--- src/rtl/sram_arbiter_pkg.sv ---
// rtl/sram_arbiter_pkg.sv - FSM encodings shared by the SRAM arbiter and its bench
package sram_arbiter_pkg;

    typedef enum logic [1:0] {
        ARB_IDLE = 2'd0,
        ARB_RD   = 2'd1,
        ARB_WR   = 2'd2,
        ARB_TURN = 2'd3
    } arb_state_e;

    // Steady state reached after accepting an op of the given direction
    function automatic arb_state_e dir_state(input logic we);
        return we ? ARB_WR : ARB_RD;
    endfunction

endpackage

--- src/rtl/sram_arb_tag_pipe.sv ---
// rtl/sram_arb_tag_pipe.sv - read tag delay line tracking which port owns each read
module sram_arb_tag_pipe #(
    parameter int DEPTH = 2
) (
    input  logic clk,
    input  logic reset_n,
    input  logic push,
    input  logic push_port,
    output logic empty,
    output logic out_valid,
    output logic out_port
);

    logic [DEPTH-1:0] vld_q, vld_d;
    logic [DEPTH-1:0] port_q, port_d;

    // Advance every tag one stage per cycle; new read tags enter stage 0
    always_comb begin
        vld_d     = vld_q;
        port_d    = port_q;
        vld_d[0]  = push;
        port_d[0] = push_port;
        for (int i = 1; i < DEPTH; i++) begin
            vld_d[i]  = vld_q[i-1];
            port_d[i] = port_q[i-1];
        end
    end

    // Tag registers; reset drops every in-flight read
    always_ff @(posedge clk or negedge reset_n) begin
        if (!reset_n) begin
            vld_q  <= '0;
            port_q <= '0;
        end else begin
            vld_q  <= vld_d;
            port_q <= port_d;
        end
    end

    assign empty     = ~|vld_q;
    assign out_valid = vld_q[DEPTH-1];
    assign out_port  = port_q[DEPTH-1];

endmodule

--- src/rtl/sram_arbiter.sv ---
// rtl/sram_arbiter.sv - two-port round-robin arbiter with bus turnaround in front of the SRAM controller
module sram_arbiter
    import sram_arbiter_pkg::*;
#(
    parameter int ADDR_BITS    = 20,
    parameter int DATA_BITS    = 16,
    parameter int READ_LATENCY = 2,
    parameter int TURN_CYCLES  = 1
) (
    input  logic                 clk,
    input  logic                 reset_n,
    input  logic                 p0_req_valid,
    output logic                 p0_req_ready,
    input  logic                 p0_req_we,
    input  logic [ADDR_BITS-1:0] p0_req_addr,
    input  logic [DATA_BITS-1:0] p0_req_wdata,
    output logic                 p0_resp_valid,
    output logic [DATA_BITS-1:0] p0_resp_rdata,
    input  logic                 p1_req_valid,
    output logic                 p1_req_ready,
    input  logic                 p1_req_we,
    input  logic [ADDR_BITS-1:0] p1_req_addr,
    input  logic [DATA_BITS-1:0] p1_req_wdata,
    output logic                 p1_resp_valid,
    output logic [DATA_BITS-1:0] p1_resp_rdata,
    output logic                 mem_valid,
    output logic                 mem_we,
    output logic [ADDR_BITS-1:0] mem_addr,
    output logic [DATA_BITS-1:0] mem_wdata,
    input  logic [DATA_BITS-1:0] mem_rdata,
    output logic [1:0]           arb_state
);

    localparam int CW = $clog2(TURN_CYCLES + 2);

    arb_state_e           state_q, state_d;
    logic                 last_grant_q, last_grant_d;
    logic                 turn_port_q, turn_port_d;
    logic                 turn_we_q, turn_we_d;
    logic [CW-1:0]        cnt_q, cnt_d;
    logic                 mem_valid_q, mem_valid_d;
    logic                 mem_we_q, mem_we_d;
    logic [ADDR_BITS-1:0] mem_addr_q, mem_addr_d;
    logic [DATA_BITS-1:0] mem_wdata_q, mem_wdata_d;
    logic                 mem_port_q, mem_port_d;
    logic                 p0_resp_valid_q, p0_resp_valid_d;
    logic                 p1_resp_valid_q, p1_resp_valid_d;
    logic [DATA_BITS-1:0] p0_resp_rdata_q, p0_resp_rdata_d;
    logic [DATA_BITS-1:0] p1_resp_rdata_q, p1_resp_rdata_d;

    logic any_valid, win_port, win_we;
    logic accept, acc_port, acc_we;
    logic tag_empty, tag_out_valid, tag_out_port;

    assign any_valid = p0_req_valid | p1_req_valid;
    assign win_port  = (p0_req_valid & p1_req_valid) ? ~last_grant_q : p1_req_valid;
    assign win_we    = win_port ? p1_req_we : p0_req_we;

    // Arbitration and direction FSM: accept same-direction winners, park opposite ones in TURN
    always_comb begin
        state_d      = state_q;
        last_grant_d = last_grant_q;
        turn_port_d  = turn_port_q;
        turn_we_d    = turn_we_q;
        cnt_d        = cnt_q;
        accept       = 1'b0;
        acc_port     = win_port;
        case (state_q)
            ARB_IDLE: accept = any_valid;
            ARB_RD, ARB_WR: begin
                if (any_valid) begin
                    if (win_we == (state_q == ARB_WR)) begin
                        accept = 1'b1;
                    end else begin
                        turn_port_d = win_port;
                        turn_we_d   = win_we;
                        cnt_d       = '0;
                        state_d     = ARB_TURN;
                    end
                end
            end
            ARB_TURN: begin
                // Locked to the parked port so the other side cannot ping-pong it out
                acc_port = turn_port_q;
                if (!tag_empty) begin
                    cnt_d = '0;
                end else if (cnt_q != CW'(TURN_CYCLES)) begin
                    cnt_d = cnt_q + CW'(1);
                end else begin
                    accept = turn_port_q ? p1_req_valid : p0_req_valid;
                end
            end
            default: state_d = ARB_IDLE;
        endcase
        acc_we = acc_port ? p1_req_we : p0_req_we;
        if (accept) begin
            state_d      = dir_state((state_q == ARB_TURN) ? turn_we_q : acc_we);
            last_grant_d = acc_port;
            cnt_d        = '0;
        end
    end

    // Command register and read-return steering
    always_comb begin
        mem_valid_d     = accept;
        mem_we_d        = mem_we_q;
        mem_addr_d      = mem_addr_q;
        mem_wdata_d     = mem_wdata_q;
        mem_port_d      = mem_port_q;
        if (accept) begin
            mem_we_d    = acc_we;
            mem_addr_d  = acc_port ? p1_req_addr : p0_req_addr;
            mem_wdata_d = acc_port ? p1_req_wdata : p0_req_wdata;
            mem_port_d  = acc_port;
        end
        p0_resp_valid_d = tag_out_valid & ~tag_out_port;
        p1_resp_valid_d = tag_out_valid & tag_out_port;
        p0_resp_rdata_d = p0_resp_valid_d ? mem_rdata : p0_resp_rdata_q;
        p1_resp_rdata_d = p1_resp_valid_d ? mem_rdata : p1_resp_rdata_q;
    end

    // State and output registers
    always_ff @(posedge clk or negedge reset_n) begin
        if (!reset_n) begin
            state_q         <= ARB_IDLE;
            last_grant_q    <= 1'b1;
            turn_port_q     <= 1'b0;
            turn_we_q       <= 1'b0;
            cnt_q           <= '0;
            mem_valid_q     <= 1'b0;
            mem_we_q        <= 1'b0;
            mem_addr_q      <= '0;
            mem_wdata_q     <= '0;
            mem_port_q      <= 1'b0;
            p0_resp_valid_q <= 1'b0;
            p1_resp_valid_q <= 1'b0;
            p0_resp_rdata_q <= '0;
            p1_resp_rdata_q <= '0;
        end else begin
            state_q         <= state_d;
            last_grant_q    <= last_grant_d;
            turn_port_q     <= turn_port_d;
            turn_we_q       <= turn_we_d;
            cnt_q           <= cnt_d;
            mem_valid_q     <= mem_valid_d;
            mem_we_q        <= mem_we_d;
            mem_addr_q      <= mem_addr_d;
            mem_wdata_q     <= mem_wdata_d;
            mem_port_q      <= mem_port_d;
            p0_resp_valid_q <= p0_resp_valid_d;
            p1_resp_valid_q <= p1_resp_valid_d;
            p0_resp_rdata_q <= p0_resp_rdata_d;
            p1_resp_rdata_q <= p1_resp_rdata_d;
        end
    end

    // A read enters the tag pipe on the same cycle its command is on the bus
    sram_arb_tag_pipe #(
        .DEPTH(READ_LATENCY)
    ) u_tag_pipe (
        .clk       (clk),
        .reset_n   (reset_n),
        .push      (mem_valid_q & ~mem_we_q),
        .push_port (mem_port_q),
        .empty     (tag_empty),
        .out_valid (tag_out_valid),
        .out_port  (tag_out_port)
    );

    // Ready is held low while reset is asserted so no request is taken during it
    assign p0_req_ready  = reset_n & accept & ~acc_port;
    assign p1_req_ready  = reset_n & accept & acc_port;
    assign mem_valid     = mem_valid_q;
    assign mem_we        = mem_we_q;
    assign mem_addr      = mem_addr_q;
    assign mem_wdata     = mem_wdata_q;
    assign p0_resp_valid = p0_resp_valid_q;
    assign p1_resp_valid = p1_resp_valid_q;
    assign p0_resp_rdata = p0_resp_rdata_q;
    assign p1_resp_rdata = p1_resp_rdata_q;
    assign arb_state     = state_q;

endmodule

--- config.mk ---
export PLATFORM = sky130hd
export DESIGN_NAME = sram_arbiter
export DESIGN_NICKNAME = d
export VERILOG_FILES = /design/src/rtl/sram_arbiter_pkg.sv /design/src/rtl/sram_arb_tag_pipe.sv /design/src/rtl/sram_arbiter.sv
export SDC_FILE = /design/constraint.sdc
export NUM_CORES = 1
export LEC_CHECK = 0
export BUFFER_PORTS_ARGS = -buffer_cell sky130_fd_sc_hd__buf_2
export CORE_MARGIN = 2
export CORE_UTILIZATION = 51
export DETAILED_ROUTE_END_ITERATION = 10
export PLACE_DENSITY_LB_ADDON = 0.05
export RECOVER_POWER = 25
export SETUP_SLACK_MARGIN = 0.5
export SLEW_MARGIN = 20
export SYNTH_ARGS = -nofsm -noshare
export SYNTH_HDL_FRONTEND = slang
export SYNTH_SLANG_ARGS = --single-unit
--- constraint.sdc ---
create_clock -name clk -period 4.25 [get_ports clk]
set_clock_uncertainty 0.05 [all_clocks]
set_input_delay 0.425 -clock clk [delete_from_list [all_inputs] [get_ports clk]]
set_output_delay 0.425 -clock clk [all_outputs]
set_load 0.02 [all_outputs]
==> results.cfg <==
[sta]
worst_pin_slew_ns = 2.23
finalCriticalPeriod_ns = 3.01
setup_viol = 0
slew_viol_final = 43
fin_setup_tns_ns = 0
rsz0062_at_grt = false
period_share_pct = 70.7
slew_headroom_pct = -48.3
timing.fmax_mhz = 333
hold_viol_final = 0

[grt]
antenna_found_initial = 0
grt_pass1_vias = 2688
grt-ovfl-total = 0
grt_pass1_wl_mm = 13.2
grt_max_degree = 46
grtUsageTotal_pct = 20.0

[cells_and_area]
fill_cells = 621
area_growth_pct = 28.1
diodes = 0
post_route_cells_drive_above_1_share_pct = 68.8
layout.nets = 533
layout.cells.non_filler = 541
design_area_mm2 = 0.00504

[floorplan]
die_w_um = 91.9
core_mm2 = 0.00761
fp.dieH_um = 91.9
initial_utilization_pct = 51.8
io_pins = 170
dieArea_mm2 = 0.00844
placementRows = 32

[routing]
routed_via_density = 5.04
wl_per_cell_um = 15.1
ant_nets = 0
vias = 2729
wl_mm = 8.16
drtIter0Drc = 77
drc_errors = 0
firstDrtPassIters = 4

[power]
p_per_area_mw_per_mm2 = 848
ir_drop_mv = 0.507
p_leak_nw = 2.52

[place]
placed_area_mm2 = 0.00487
dp_hpwl_mm = 6.09
io_buffers = 169
place_congestion = 0.898
placedCellCount = 526

[synth]
synthCells = 263
yosys.cell_count.top_type = dfrtp_1
synthTopCellsByArea = dfrtp_1, mux2_2, mux2_4, ha_1, buf_6
yosys_warnings = 0
synth_area_mm2 = 0.00394
ys_types = 35
ys_ff_latch = 84
synthArstFlopShare_pct = 100
ys.flop_type = dfrtp_1
synth_edf_count = 0
avgSynthCellArea_um2 = 15.0
yosys.area.top_type = dfrtp_1
yosysTopAreaCellShare_pct = 52.7
synthTopCellsByCount = dfrtp_1, mux2_2, mux2_4
synth_fp_nets = 361
yosysSeqAreaShare_pct = 53.4

[job]
drv_cap = 1

[critical_path]
cp-start-kind = input pin
crit_path_max_fanout = 42
slowest_stage = clkbuf_1
r2r_setup_slack_ns = 1.39
rr_worst_depth = 7
r2r_start = arb_state[1]$_DFFE_PN0P_
crit_chain = clkbuf_1 -> and3_1 -> buf_2
crit_type = input pin to primary output
r2r-end = mem_wdata[0]$_DFFE_PN0P_
critPathArrivalTime_ns = 2.53
required_ns = 3.77
end_kind = primary output
critPathMaxStageDelay_ns = 1.56

[clocking]
clock_latency_ns = 0.33
cts_sinks = 84
post-cts-setup-buffers = 0
cts_max_path_buffers = 2
htree_levels = 3
cts_hold_buf = 0
cts_tree = yes
cts_made_buffers = 9
clock-root-buffer = clkbuf_8
cts_resized = 0
path_clk_slew_ns = 0.08

[status]
status = finished with violations
violations = capacitance limit, slew limit

[worst_hold_path]
worstHoldPathCells = 2
min_to = p0_resp_rdata[6]$_DFFE_PN0P_
hp-class = input pin to flop
hp-start = mem_rdata[6]
-- where the power goes --
group	switching (mW)	total (mW)	internal, mW
sequential	0.209	1.42	1.21
clock	0.261	0.500	0.239
combinational	1.19	2.36	1.17
total	1.66	4.28	2.61
-- logic make-up (layout without fill, tap and decap cells) --
group,after synthesis,in the layout,synth area share (%)
buffers and inverters,20,196,2.70
and+or+nand+nor,27,27,3.56
muxes,111,111,35.0
xor gates and xnor gates,1,1,0.413
AOI/OAI and AO/OA,16,16,3.69
adders and majority gates,4,4,1.27
DFF,84,84,53.4
-- per-stage QoR --
step	hold WS (ns)	worst slack (ns)	total power [mW]	utilization (%)
detailed placement	0.289	1.38	3.82	64.1
CTS	0.0276	1.27	4.33	66.4
finish	0.285	1.24	4.28	66.3
floorplan	0.0794	1.82	3.20	-
global placement	0.285	1.42	3.76	64.1
global route	0.263	0.767	4.56	66.3
-- layout make-up --
type                    count  area (um^2)  share of cell area (%)
multi-input cells         159         1740                    34.5
clock inverters             4         25.0                   0.496
repair buffers            172          865                    17.1
flip-flops and latches     84         2100                    41.7
well taps                 102          128                    2.53
inverters                   9         33.8                   0.670
clock buffers              11          151                    3.00
-- layout by cell type, fill, tap and decap left out, types with 2 or more instances in the layout --
cell | netlist | routed
ha_1 | 4 | 4
mux2_2 | 72 | 72
dfrtp_1 | 83 | 83
o21ai_0 | 3 | 3
nor3_1 | 3 | 3
inv_1 | 8 | 8
clkbuf_8 | 0 | 11
nand2b_1 | 3 | 3
mux2_4 | 35 | 35
nand2_1 | 6 | 6
nor2_1 | 6 | 6
and2_1 | 2 | 2
mux2i_1 | 4 | 4
clkinv_2 | 0 | 2
buf_2 | 1 | 168
a21oi_1 | 3 | 2
o31ai_1 | 2 | 2
buf_4 | 0 | 2
clkinvlp_4 | 0 | 2
-- state kept, by name, indices dropped and copies added, names as in the netlist --
| register | flops |
|---|---|
| cnt_q | 2 |
| p0_resp_valid | 1 |
| p1_resp_rdata | 16 |
| mem_port_q | 1 |
| turn_port_q | 1 |
| last_grant_q | 1 |
| p0_resp_rdata | 16 |
| mem_addr | 20 |
| p1_resp_valid | 1 |
| u_tag_pipe.vld_q | 2 |
| u_tag_pipe.port_q | 2 |
| mem_wdata | 16 |
| mem_we | 1 |
| arb_state | 2 |
| mem_valid | 1 |
| turn_we_q | 1 |
-- how the worst max path moves through the flow --
| stage | slack (ns) | from | to | cells after the start |
|---|---|---|---|---|
| after floorplan | 1.82 | arb_state[0]$_DFFE_PN0P_ | p0_req_ready | 7 |
| after global placement | 1.42 | p1_req_valid | mem_wdata[1]$_DFFE_PN0P_ | 8 |
| after detailed placement | 1.38 | p1_req_valid | mem_wdata[1]$_DFFE_PN0P_ | 8 |
| after CTS | 1.27 | arb_state[1]$_DFFE_PN0P_ | p0_req_ready | 7 |
| after global routing | 0.77 | reset_n | mem_addr[1]$_DFFE_PN0P_ | 2 |
| final | 1.24 | reset_n | p0_req_ready | 3 |
-- worst max-delay path, delay by kind of cell --
| kind | cells | cell delay [ns] |
|---|---|---|
| buf+inv | 2 | 1.73 |
| simple gates | 1 | 0.35 |
-- per-layer routing --
| metal | vias to the layer above | global-route usage, % | share of wire, % |
|---|---|---|---|
| met5 | - | 0 | 0 |
| met4 | 0 | 7.71 | 1.5 |
| met3 | 10 | 3.62 | 6.4 |
| met2 | 109 | 31.7 | 49 |
| met1 | 1333 | 27.7 | 43 |
| li1 | 1277 | - | - |
Power figures use the tool's default switching activity.
